[src/rtl/mem_change_logger_if.sv]
// -----------------------------------------------------------------------------
// mem_change_logger_if
// Record stream carrying one change record {idx, data, seq} from the logger to
// its consumer using a valid/ready handshake.
//   rec_valid  head record is presented
//   rec_ready  consumer accepts the head record at the next rising edge
//   rec_idx    watched-word index 0..5
//   rec_data   captured word value
//   rec_seq    record sequence number (0 when the counter is not built)
// Modports: master = logger side, slave = consumer side.
// -----------------------------------------------------------------------------
interface mem_change_logger_if #(
    parameter int W = 16
);
    logic         rec_valid;
    logic         rec_ready;
    logic [2:0]   rec_idx;
    logic [W-1:0] rec_data;
    logic [7:0]   rec_seq;

    modport master (output rec_valid, rec_idx, rec_data, rec_seq, input rec_ready);
    modport slave  (input rec_valid, rec_idx, rec_data, rec_seq, output rec_ready);
endinterface

[src/rtl/mem_change_logger.sv]
// -----------------------------------------------------------------------------
// mem_change_logger
// Watches six W-bit memory words and logs every sampled change as a record
// {index, value, sequence} in a first-word-fall-through FIFO that a consumer
// drains over a valid/ready stream.
//
// Ports
//   clk        rising-edge clock
//   rst        asynchronous active-high reset, clears all state
//   m0_in..m5_in  watched memory words
//   sample_en  compare and capture the watched words this cycle
//   rec        record stream (master modport of mem_change_logger_if)
//   coalesced  sticky: a change merged into an already-pending one
//   level      FIFO occupancy
//
// Configuration
//   MEM_LOG_SEQ_EN  defined: an 8-bit sequence counter is built and stored per
//                   record. Undefined: no counter, rec_seq is tied to 0.
// -----------------------------------------------------------------------------
module mem_change_logger #(
    parameter int DEPTH = 8,
    parameter int W     = 16
) (
    input  logic                     clk,
    input  logic                     rst,
    input  logic [W-1:0]             m0_in,
    input  logic [W-1:0]             m1_in,
    input  logic [W-1:0]             m2_in,
    input  logic [W-1:0]             m3_in,
    input  logic [W-1:0]             m4_in,
    input  logic [W-1:0]             m5_in,
    input  logic                     sample_en,
    mem_change_logger_if.master      rec,
    output logic                     coalesced,
    output logic [$clog2(DEPTH):0]   level
);
    localparam int AW = $clog2(DEPTH);
    localparam int NW = 6;

    typedef struct packed {
        logic [2:0]   idx;
        logic [W-1:0] data;
`ifdef MEM_LOG_SEQ_EN
        logic [7:0]   seq;
`endif
    } rec_t;

    logic [W-1:0]  m_in [NW];
    logic [W-1:0]  sh   [NW];
    logic [NW-1:0] pend;
    logic [NW-1:0] pend_nxt;
    logic [NW-1:0] changed;
    logic [NW-1:0] push_mask;
    logic [2:0]    rr;
    logic [2:0]    sel;
    logic          found;
    logic          push;
    logic          pop;
    logic          full;
    logic          merge;
    rec_t          mem [DEPTH];
    rec_t          push_rec;
    rec_t          head;
    logic [AW-1:0] wr_ptr;
    logic [AW-1:0] rd_ptr;
    logic [AW:0]   count;
`ifdef MEM_LOG_SEQ_EN
    logic [7:0]    seq;
`endif

    assign m_in[0] = m0_in;
    assign m_in[1] = m1_in;
    assign m_in[2] = m2_in;
    assign m_in[3] = m3_in;
    assign m_in[4] = m4_in;
    assign m_in[5] = m5_in;

    always_comb begin
        for (int i = 0; i < NW; i++) begin
            changed[i] = sample_en && (m_in[i] != sh[i]);
        end
    end

    // Round-robin search starting at rr for the first pending word.
    always_comb begin
        logic [2:0] j;
        // NOTE: every variable gets a default before any conditional write, so no latch is inferred.
        found = 1'b0;
        sel   = '0;
        j     = '0;
        for (int off = 0; off < NW; off++) begin
            j = 3'((int'(rr) + off) % NW);
            if (!found && pend[j]) begin
                found = 1'b1;
                sel   = j;
            end
        end
    end

    // Full test uses occupancy before any same-cycle pop.
    assign full  = (count == (AW+1)'(DEPTH));
    assign push  = found && !full;
    assign pop   = rec.rec_valid && rec.rec_ready;

    assign push_mask = push ? (NW'(1) << sel) : '0;
    // A capture on the word being pushed re-arms its pending bit; that is not a merge.
    assign pend_nxt  = (pend & ~push_mask) | changed;
    assign merge     = |(changed & pend & ~push_mask);

    always_comb begin
        push_rec      = '0;
        push_rec.idx  = sel;
        push_rec.data = sh[sel];
`ifdef MEM_LOG_SEQ_EN
        push_rec.seq  = seq;
`endif
    end

    // NOTE: sequential state uses non-blocking assignments so every register samples pre-edge values.
    always_ff @(posedge clk or posedge rst) begin
        if (rst) begin
            for (int i = 0; i < NW; i++) begin
                sh[i] <= '0;
            end
            pend      <= '0;
            rr        <= '0;
            wr_ptr    <= '0;
            rd_ptr    <= '0;
            count     <= '0;
            coalesced <= 1'b0;
`ifdef MEM_LOG_SEQ_EN
            seq       <= '0;
`endif
        end else begin
            for (int i = 0; i < NW; i++) begin
                if (changed[i]) sh[i] <= m_in[i];
            end
            pend <= pend_nxt;
            if (merge) coalesced <= 1'b1;
            if (push) begin
                wr_ptr <= wr_ptr + 1'b1;
                rr     <= (sel == 3'd5) ? 3'd0 : sel + 3'd1;
`ifdef MEM_LOG_SEQ_EN
                seq    <= seq + 8'd1;
`endif
            end
            if (pop) rd_ptr <= rd_ptr + 1'b1;
            count <= count + (AW+1)'(push) - (AW+1)'(pop);
        end
    end

    // NOTE: FIFO storage is not reset; count gates validity and the outputs are forced to 0 when empty.
    always_ff @(posedge clk) begin
        if (push) mem[wr_ptr] <= push_rec;
    end

    assign head          = mem[rd_ptr];
    assign rec.rec_valid = (count != '0);
    assign rec.rec_idx   = rec.rec_valid ? head.idx  : '0;
    assign rec.rec_data  = rec.rec_valid ? head.data : '0;
`ifdef MEM_LOG_SEQ_EN
    assign rec.rec_seq   = rec.rec_valid ? head.seq  : '0;
`else
    assign rec.rec_seq   = '0;
`endif
    assign level         = count;

endmodule
[src/flat_wrapper.sv]
// flat-port wrapper written by rule: the top's interface ports become plain ports
module mem_change_logger_flat 
#(
    parameter int DEPTH = 8,
    parameter int W     = 16
)
  (clk, rst, m0_in, m1_in, m2_in, m3_in, m4_in, m5_in, sample_en, coalesced, level, rec_rec_valid, rec_rec_idx, rec_rec_data, rec_rec_seq, rec_rec_ready);
  mem_change_logger_if #(.W(W)) rec_i ();
  input  logic clk;
  input  logic rst;
  input  logic [W-1:0] m0_in;
  input  logic [W-1:0] m1_in;
  input  logic [W-1:0] m2_in;
  input  logic [W-1:0] m3_in;
  input  logic [W-1:0] m4_in;
  input  logic [W-1:0] m5_in;
  input  logic sample_en;
  output logic coalesced;
  output logic [$clog2(DEPTH):0] level;
  output wire logic [$bits(rec_i.rec_valid)-1:0] rec_rec_valid;
  output wire logic [$bits(rec_i.rec_idx)-1:0] rec_rec_idx;
  output wire logic [$bits(rec_i.rec_data)-1:0] rec_rec_data;
  output wire logic [$bits(rec_i.rec_seq)-1:0] rec_rec_seq;
  input wire logic [$bits(rec_i.rec_ready)-1:0] rec_rec_ready;
  assign rec_rec_valid = rec_i.rec_valid;
  assign rec_rec_idx = rec_i.rec_idx;
  assign rec_rec_data = rec_i.rec_data;
  assign rec_rec_seq = rec_i.rec_seq;
  assign rec_i.rec_ready = rec_rec_ready;
  mem_change_logger #(.DEPTH(DEPTH), .W(W)) u_core (.clk(clk), .rst(rst), .m0_in(m0_in), .m1_in(m1_in), .m2_in(m2_in), .m3_in(m3_in), .m4_in(m4_in), .m5_in(m5_in), .sample_en(sample_en), .rec(rec_i), .coalesced(coalesced), .level(level));
endmodule
[config.mk]
export PLATFORM = sky130hd
export DESIGN_NAME = mem_change_logger_flat
export DESIGN_NICKNAME = d
export VERILOG_FILES = /design/src/rtl/mem_change_logger_if.sv /design/src/rtl/mem_change_logger.sv /design/src/flat_wrapper.sv
export SDC_FILE = /design/constraint.sdc
export NUM_CORES = 1
export LEC_CHECK = 0
export ABC_CLOCK_PERIOD_IN_PS = 12050
export BUFFER_PORTS_ARGS = -buffer_cell sky130_fd_sc_hd__buf_2
export CAP_MARGIN = 10
export CORE_ASPECT_RATIO = 1.5
export CORE_MARGIN = 5
export CORE_UTILIZATION = 45
export CTS_BUF_LIST = sky130_fd_sc_hd__clkbuf_4 sky130_fd_sc_hd__clkbuf_8
export CTS_CLUSTER_DIAMETER = 30
export DETAILED_ROUTE_END_ITERATION = 12
export GPL_ROUTABILITY_DRIVEN = 0
export SLEW_MARGIN = 20
export SYNTH_ARGS = -nofsm -noshare
export SYNTH_HDL_FRONTEND = slang
export SYNTH_SLANG_ARGS = --single-unit
[constraint.sdc]
create_clock -name clk -period 12.05 [get_ports clk]
set_clock_uncertainty 0.1 [all_clocks]
set_input_delay 2.41 -clock clk [delete_from_list [all_inputs] [get_ports clk]]
set_output_delay 2.41 -clock clk [all_outputs]
set_load 0.02 [all_outputs]
# == Yosys cells after proc, flatten, opt, wreduce, memory -nomap -nowiden ==
# Memory sizes are Yosys's and may differ from the RTL's.
# Index checks and enable logic that the tools add are counted.
# word_totals
n_memories,1
output_inout_bits,33
in_bits,100
wordCells,105
reg_bits,116
mem_bits_rw,152
# memory_table
name,depth,word_bits,rd,rd_clocked_by_memory_dff,write_ports,line,source
u_core.mem,8,19,1,0,1,mem_change_logger.sv:61,rec_t mem [DEPTH];
# op_classes
div_mod_pow,6
n_bitwise,6
eq_ne,8
addsub,10
order_cmp,7
n_reduce_logical,21
shift,1
n_mux,33
# op_table
operator,n
$mod A32 B4 Y32 const B,5
$ne A16 B16 Y1,6
$bmux W16 S3,1
$mux W16,3
$mod A4 B4 Y32 const B,1
$lt A3 B4 Y1 const B,6
$mux W3,8
$and A6 B6 Y6,3
$bmux W1 S3,6
$mux W1,14
$logic_and A1 B1 Y1,13
$add A3 B1 Y3 const B,3
$add A3 B2 Y4 const B,2
$add A3 B3 Y4 const B,2
$logic_not A1 Y1,6
$mux W6,1
$not A6 Y6,1
$or A6 B6 Y6,1
$reduce_or A6 Y1,1
$shl A1 B3 Y6 const A,1
$add A3 B1 Y4 const B,1
$add A4 B1 Y4,1
$eq A4 B4 Y1 const B,1
$ge A4 B4 Y1 const B,1
other kinds (4),4

# == Longest topological paths before layout ==
# Gate-level depths: netlist of the first run.
# logic_depth
word_depth,24
ltp_mapped,21
mapped_depth_nobuf,19

# == Least setup slack after synthesis of the first run ==
# No wires, ideal clock.
# synth_path
path_type,register to register
start,register u_core.rr[0]
end,memory u_core.mem[2][0] (netlist bit) (enable)
path_slack_ps,6592
arrival_ps,4907
setup_ps,451
n_path_buf,2
synth_period_minus_slack_ps,5458
path_stages_with_launch,15
required_ps,11499
cell_sequence,dfrtp_1 > buf_2 > inv_1 > ha_1 > xnor2_1 > ha_1 > nor2b_1 > nand3_1 > a32oi_1 > o211ai_2 > and3_1 > nand2_1 > nand2_1 > clkbuf_1 > nor4b_1
# synth_via
elab_chain_len,22
word_cells_on_any_way,42
cone_classes,add/sub: 5; div: 6; mux: 20; reduce/logical: 11
# synth_lines
element,line,source
"start, declared",mem_change_logger.sv:54,logic [2:0] rr;
"start signal, assigned",mem_change_logger.sv:142,rr <= (sel == 3'd5) ? 3'd0 : sel + 3'd1;
"parallel branches: the longest is 18 deep, another holds $mod A32 B4 Y32",n/a,
$mux W1 *,mem_change_logger.sv:93,if (!found && pend[j]) begin
$logic_and A1 B1 Y1 *,mem_change_logger.sv:102,assign push = found && !full;
$mux W1 *,mem_change_logger.sv:154,if (push) mem[wr_ptr] <= push_rec;
$mux W1 (implied by the code) *,mem_change_logger.sv:154,
"end, declared",mem_change_logger.sv:61,
# Mark *: on every way between the ends. The select of a mux whose other input is x is not followed.

==> flow_summary.ini, run 1 <==
[synthesis]
yosysSeqAreaShare_pct = 55.38
avgSynthCellArea_um2 = 14.18
synth_flop_cell = edfxtp_1
synthCells = 951
synth_compound_area_share_pct = 5.243
yosysWarnings = 0
synthMuxAreaShare_pct = 20.90
synth_cell_types = 70
synth_area_um2 = 13480
synth_top_family_by_area = multiplexers
yosys.area_share.simple_pct = 6.774
synthArstFlopShare_pct = 43.28
ys_ff_latch = 268
synth_xor_area_share_pct = 6.876
post_synth_fa_ha_maj_area_fraction_pct = 1.912
synth_edf_count = 152

[clock_tree]
postCtsHoldBufs = 0
tritoncts = built
cts_buffers = 50
clk_path_buf_depth = 3
cts.sinks = 268
clk_latency_ps = 580
cts_resized = 0
cts_htree_levels = 2
root_buffer = clkbuf_8
post-cts-setup-buffers = 0
clk_pin_slew_ps = 50

[pwr]
intPower_mw = 3.277
p_per_area_nw_per_um2 = 352.0
seqPwrFrac_pct = 34.5
power_frac_clock_pct = 16.6
p_sw_share_pct = 40.44
peakVddDrop_mv = 0.1859
total_power_mw = 5.501
leakage_nw = 6.216
p_switching_mw = 2.224
combPwrFrac_pct = 48.9

[route]
ant_nets = 0
drt_pre_antenna_iters = 6
via_count = 8451
drc_errors = 0
initialDrtViolationCount = 441
vias_per_cell = 5.516
routed_wl_um = 33730
routedWlPerCell_um = 22.02

[global_route]
grt_pass1_wl_um = 52250
globalRouteMet1Util_pct = 24.19
grt_max_degree = 61
use_met2_pct = 36.68
globalRouteOverflowTotal = 0
grt_usage_pct = 20.43
grt_most_used_layer = met2
grt_antenna_before_repair = 7
grt_pass1_vias = 9018
gr-usage-met3_pct = 4.622

[die]
core_area_um2 = 29580
rows = 77
die_h_um = 222.0
die_x_um = 151.3
io_pins = 133
start_util_pct = 45.59
die-area_um2 = 33590

[setup_path]
endpoint_kind = flop
cp.arrival_ps = 5670
critPathBufInv = 1
critical_path.top_delay_family = simple AND/OR/NAND/NOR gates
cp-start-kind = flop
slowest_delay_ps = 960
crit_fanout = 46
cpMaxStageDelayCell = dfrtp_1
critPathKind = reg2reg
reg2reg_depth = 13
required_ps = 12190
cp_num_cells = 13
crit_chain = ha_1, xnor2_2, ha_1, nor4bb_1, a21oi_1, o31a_1, and2_1, nor4_1, o31ai_1, and2_1, inv_2, mux2i_1, o221ai_1

[finish]
drive_gt1_share_pct = 35.92
fin_nets = 1218
nFillCells = 2535
syn2layout_area_growth_pct = 15.90
final_common_cell = edfxtp_1
final_cell_mix = edfxtp_1, buf_2, mux2_2

[placement]
io_buffers = 124
dpl.hpwl_um = 24140

[sta]
tns_ps = 0
rsz0062_at_grt = false
slew_headroom_pct = 37.05
final-hold-violation-count = 0
fin_crit_sh_pct = 45.90
final.min_clock_period_ps = 5531
finalSetupViolCount = 0
tightest_slew_ps = 944.2
final_max_slew_viol_count = 0
fmax_mhz = 180.8

[hold_path]
min_path_cells = 1
worstHoldPathType = reg2reg

[run_status]
outcome = finished, final reports clean

[job]
maxCapViolCount = 0
==> logic make-up after synthesis <==
logic type               after synthesis
buffers and inverters                 84
flip-flops                           268
multiplexers                         214
XOR/XNOR                             105
adder cells (fa/ha/maj)               20
AO/OA/AOI/OAI                         88
other                                  1
AND/OR/NAND/NOR                      171
==> per-layer routing <==
metal	vias up	wire length (um)
li1	3899	-
met1	4276	13080
met2	203	18120
met3	61	1677
met4	12	779
met5	-	77
==> stage by stage <==
stage	hold WS [ps]	instances	instance area, um2	setup WS (ps)	util [%]
after global placement	431.2	1441	14550	6457	49.20
after global routing	468.3	1531	15620	6038	52.82
after CTS	451.3	1531	15620	6595	52.82
final	448.4	1532	15630	6519	52.83
after detailed placement	435.9	1441	14560	6630	49.22
after floorplan	416.8	958	13510	6468	-
==> area by class of cell <==
| cell class | instances | area (um2) | share of cell area [%] |
|---|---|---|---|
| clock buffers | 68 | 873.3 | 5.589 |
| clock inverters | 22 | 193.9 | 1.241 |
| repair buffers | 140 | 740.7 | 4.740 |
| diodes | 1 | 2.502 | 0.01601 |
| flip-flops and latches | 268 | 7468 | 47.79 |
| multi-input cells | 606 | 5731 | 36.67 |
| inverters | 32 | 122.6 | 0.7847 |
| well taps | 395 | 494.2 | 3.163 |
==> power groups by stage <==
stage | Clock, mW | Sequential (mW) | Combinational (mW)
global placement | 0 | 1.90 | 2.66
detailed placement | 0 | 1.92 | 2.69
floorplan | 0 | 1.84 | 1.97
global route | 0.989 | 1.93 | 2.93
finish | 0.914 | 1.90 | 2.69
CTS | 0.936 | 1.90 | 2.70
==> state kept, by name, summed over array words and instances, names as in the netlist <==
signal            cells
u_core.rd_ptr         3
u_core.coalesced      1
u_core.mem          152
u_core.sh            96
u_core.rr             3
u_core.wr_ptr         3
u_core.level          4
u_core.pend           6
==> cell usage after synthesis (all sizes together), types with 3 or more instances <==
cell type    n  area (um2)
nand2       35       131.4
o21ai       12       60.06
nor3b        5       37.54
nor4        20       131.4
o221ai      17       148.9
mux2       117        1321
a211oi       6       45.04
a211o        3       26.28
xor2        66       578.1
nand3       24       120.1
inv         31       116.4
nand2b       4       25.02
nor3        10       61.31
ha          19       237.7
a21o         4       30.03
o41ai        3       48.80
edfxtp     152        4564
mux2i       55       550.5
buf         31       190.2
xnor2       39       349.1
mux4        42       945.9
and2         4       25.02
nand3b       3       35.03
nor2b        6       37.54
clkbuf      21       78.83
dfrtp      116        2903
o211ai       5       47.54
or3          3       18.77
and3         5       31.28
nor2        32       120.1
a31oi        3       25.02
a21oi       10       50.05
nand4       13       81.33
==> worst paths after layout <==
path / start / end / slack (ps)
min: u_core.sh[39]$_DFFE_PP0P_ / u_core.sh[39]$_DFFE_PP0P_ / 450
min reg2reg: u_core.sh[39]$_DFFE_PP0P_ / u_core.sh[39]$_DFFE_PP0P_ / 450
max in group asynchronous: rst / u_core.rd_ptr[0]$_DFFE_PP0P_ / 8540
min in group asynchronous: rst / u_core.sh[57]$_DFFE_PP0P_ / 1900
max reg2reg: u_core.rr[0]$_DFFE_PP0P_ / u_core.mem[2][13]$_DFFE_PP_ / 6520
max: u_core.rr[0]$_DFFE_PP0P_ / u_core.mem[2][13]$_DFFE_PP_ / 6520
Power figures use the tool's default switching activity.
==> run 2: changes to the inputs <==
--- a/config.mk
+++ b/config.mk
@@ -5,7 +5,7 @@
 export SDC_FILE = /design/constraint.sdc
 export NUM_CORES = 1
 export LEC_CHECK = 0
-export ABC_CLOCK_PERIOD_IN_PS = 12050
+export ABC_CLOCK_PERIOD_IN_PS = 5070
 export BUFFER_PORTS_ARGS = -buffer_cell sky130_fd_sc_hd__buf_2
 export CAP_MARGIN = 10
 export CORE_ASPECT_RATIO = 1.5
@@ -15,6 +15,7 @@
 export CTS_CLUSTER_DIAMETER = 30
 export DETAILED_ROUTE_END_ITERATION = 12
 export GPL_ROUTABILITY_DRIVEN = 0
+export PLACE_DENSITY = 0.66
 export SLEW_MARGIN = 20
 export SYNTH_ARGS = -nofsm -noshare
 export SYNTH_HDL_FRONTEND = slang
==> constraint.sdc (replaced) <==
create_clock -name clk -period 5.07 [get_ports clk]
set_clock_uncertainty 0.1 [all_clocks]
set_input_delay 1.014 -clock clk [delete_from_list [all_inputs] [get_ports clk]]
set_output_delay 1.014 -clock clk [all_outputs]
set_load 0.02 [all_outputs]
==> run 2 against run 1 <==
Register-to-register slack lost 6200 ps. Largest power group unchanged. Routed wire length decreased by 1.8%. Final area rose by 1.7%. Sequential share of layout area decreased by 0.79 points. First-iteration DRC count increased by 6.8%. Critical path depth up 2. Maximum frequency up 16%. Total power rose by 150%. Clock power rose to 2.5 times the previous value. Global-route usage shrank 0.45 points. Clock-buffer cell count decreased by 7. Via count is 0.97% higher.
==> flow_summary.ini, run 2 (synthesized netlist as in run 1, its figures left out) <==
[global_route]
grt_pass1_vias = 9211
globalRouteOverflowTotal = 0
grt_pass1_wl_um = 51990
grt_max_degree = 67
grt_usage_pct = 19.99
grt_antenna_before_repair = 7

[die]
start_util_pct = 45.59
io_pins = 133
die_h_um = 222.0
die_x_um = 151.3
die-area_um2 = 33590
rows = 77
core_area_um2 = 29580

[route]
routedWlPerCell_um = 21.39
wl_met1_um = 12830
drt_pre_antenna_iters = 7
routed_wl_um = 33140
wl_met2_um = 17290
drc_errors = 0
highest_layer = met5
initialDrtViolationCount = 471
via_count = 8533
met3WireLength_um = 1895
ant_nets = 0
vias_per_cell = 5.509

[pwr]
power_frac_clock_pct = 16.8
p_per_area_nw_per_um2 = 858.3
peakVddDrop_mv = 0.5367
intPower_mw = 8.298
leakage_nw = 6.357
combPwrFrac_pct = 50.1
p_sw_share_pct = 39.15
seqPwrFrac_pct = 33.1
p_switching_mw = 5.339

[finish]
largest_registers = u_core.mem x152, u_core.sh x96, u_core.pend x6
drive_gt1_share_pct = 37.01
fin_area_um2 = 15890
fin_nets = 1237
largest_register_ffs = 152
final_common_cell = edfxtp_1
utilization_pct = 53.72
largest_register = u_core.mem
syn2layout_area_growth_pct = 17.84
final_cell_mix = edfxtp_1, buf_2, mux2_2

[setup_path]
crit_chain = inv_1, ha_1, a21oi_2, inv_1, ha_1, nor2b_1, a21o_1, a32oi_1, o211ai_2, nand3_1, o31ai_1, and2_1, buf_4, nand2_1, o221ai_1
critPathBufInv = 3
crit_fanout = 16
cpMaxStageDelayCell = o221ai_1
required_ps = 5210
endpoint_kind = flop
slowest_delay_ps = 820
cp-start-kind = flop
critPathKind = reg2reg
cp.arrival_ps = 4910
critical_path.top_delay_family = compound AO/OA/AOI/OAI gates

[hold_path]
worstHoldPathType = reg2reg

[placement]
io_buffers = 124
place_area_um2 = 14710
dp_worst_setup_slack_ps = 106.9
dpl.hpwl_um = 24120

[clock_tree]
clk_latency_ps = 580
cts.sinks = 268
root_buffer = clkbuf_8
clk_path_buf_depth = 3
clk_pin_slew_ps = 60
cts_htree_levels = 2
cts_buffers = 46
tritoncts = built

[sta]
fin_ws_ps = 299.1
final.min_clock_period_ps = 4771
final-hold-violation-count = 0
rsz0062_at_grt = false
tightest_slew_ps = 856.9
finalSetupViolCount = 0
tns_ps = 0
final_max_slew_viol_count = 0
fmax_mhz = 209.6
fin_crit_sh_pct = 94.10
slew_headroom_pct = 42.87

[job]
maxCapViolCount = 0

[run_status]
outcome = finished, final reports clean
-- run 2: changes by cell type in the layout (fill, tap and decap cells not counted), moves of 2 or more --
cell        change
buf_4          +21
clkbuf_8        -8
clkinv_2        -6
bufinv_16       +5
buf_12          +2
clkinvlp_4      -2
diode_2         +2
inv_8           +2
nor4b_2         -2
nor4b_4         +2
-- run 2: repair_timing --
action | in CTS | in global routing
gates resized for setup | 0 | 2
endpoints found under the setup margin | 0 | 128
hold buffers | 0 | 0
buffers inserted | 0 | 7
-- run 2: final timing paths --
| path | cells after the start | endpoint | slack, ps | from |
|---|---|---|---|---|
| max | 15 | u_core.mem[7][14]$_DFFE_PP_ | 300 | u_core.rr[1]$_DFFE_PP0P_ |
| min | 1 | u_core.sh[28]$_DFFE_PP0P_ | 460 | u_core.sh[28]$_DFFE_PP0P_ |
| max reg2reg | 15 | u_core.mem[7][14]$_DFFE_PP_ | 300 | u_core.rr[1]$_DFFE_PP0P_ |
| min reg2reg | 1 | u_core.sh[28]$_DFFE_PP0P_ | 460 | u_core.sh[28]$_DFFE_PP0P_ |
| max in group asynchronous | 3 | u_core.sh[72]$_DFFE_PP0P_ | 3410 | rst |
| min in group asynchronous | 2 | u_core.sh[89]$_DFFE_PP0P_ | 530 | rst |
-- run 2: final cells by class --
cell class / instances / area (um2)
Fill cell: 2463 / 13690
Sequential cell: 268 / 7468
Multi-Input combinational cell: 606 / 5762
Timing Repair Buffer: 163 / 938.4
Clock buffer: 61 / 770.7
Tap cell: 395 / 494.2
Clock inverter: 21 / 324.1
Inverter: 32 / 122.6
Antenna cell: 3 / 7.507
-- run 2: per-layer routing --
layer / GRT usage [%] / vias to the layer above
li1: - / 3948
met4: 6.411 / 8
met5: 0 / -
met2: 35.23 / 239
met3: 4.683 / 78
met1: 23.84 / 4260
-- run 2: metrics by stage --
stage | instances | hold WS [ps] | power [mW]
floorplan | 958 | 416.8 | 9.065
global placement | 1457 | 431.6 | 10.94
detailed placement | 1457 | 438.5 | 11.09
CTS | 1539 | 453.6 | 13.42
global route | 1546 | 474.6 | 14.44
finish | 1549 | 456.5 | 13.64
-- run 2: power groups by stage --
stage / clock (mW) / combinational [mW] / sequential [mW]
final: 2.29 / 6.83 / 4.51
after global routing: 2.44 / 7.40 / 4.60
after CTS: 2.34 / 6.55 / 4.52
after detailed placement: 0 / 6.53 / 4.56
after global placement: 0 / 6.43 / 4.51
after floorplan: 0 / 4.68 / 4.38
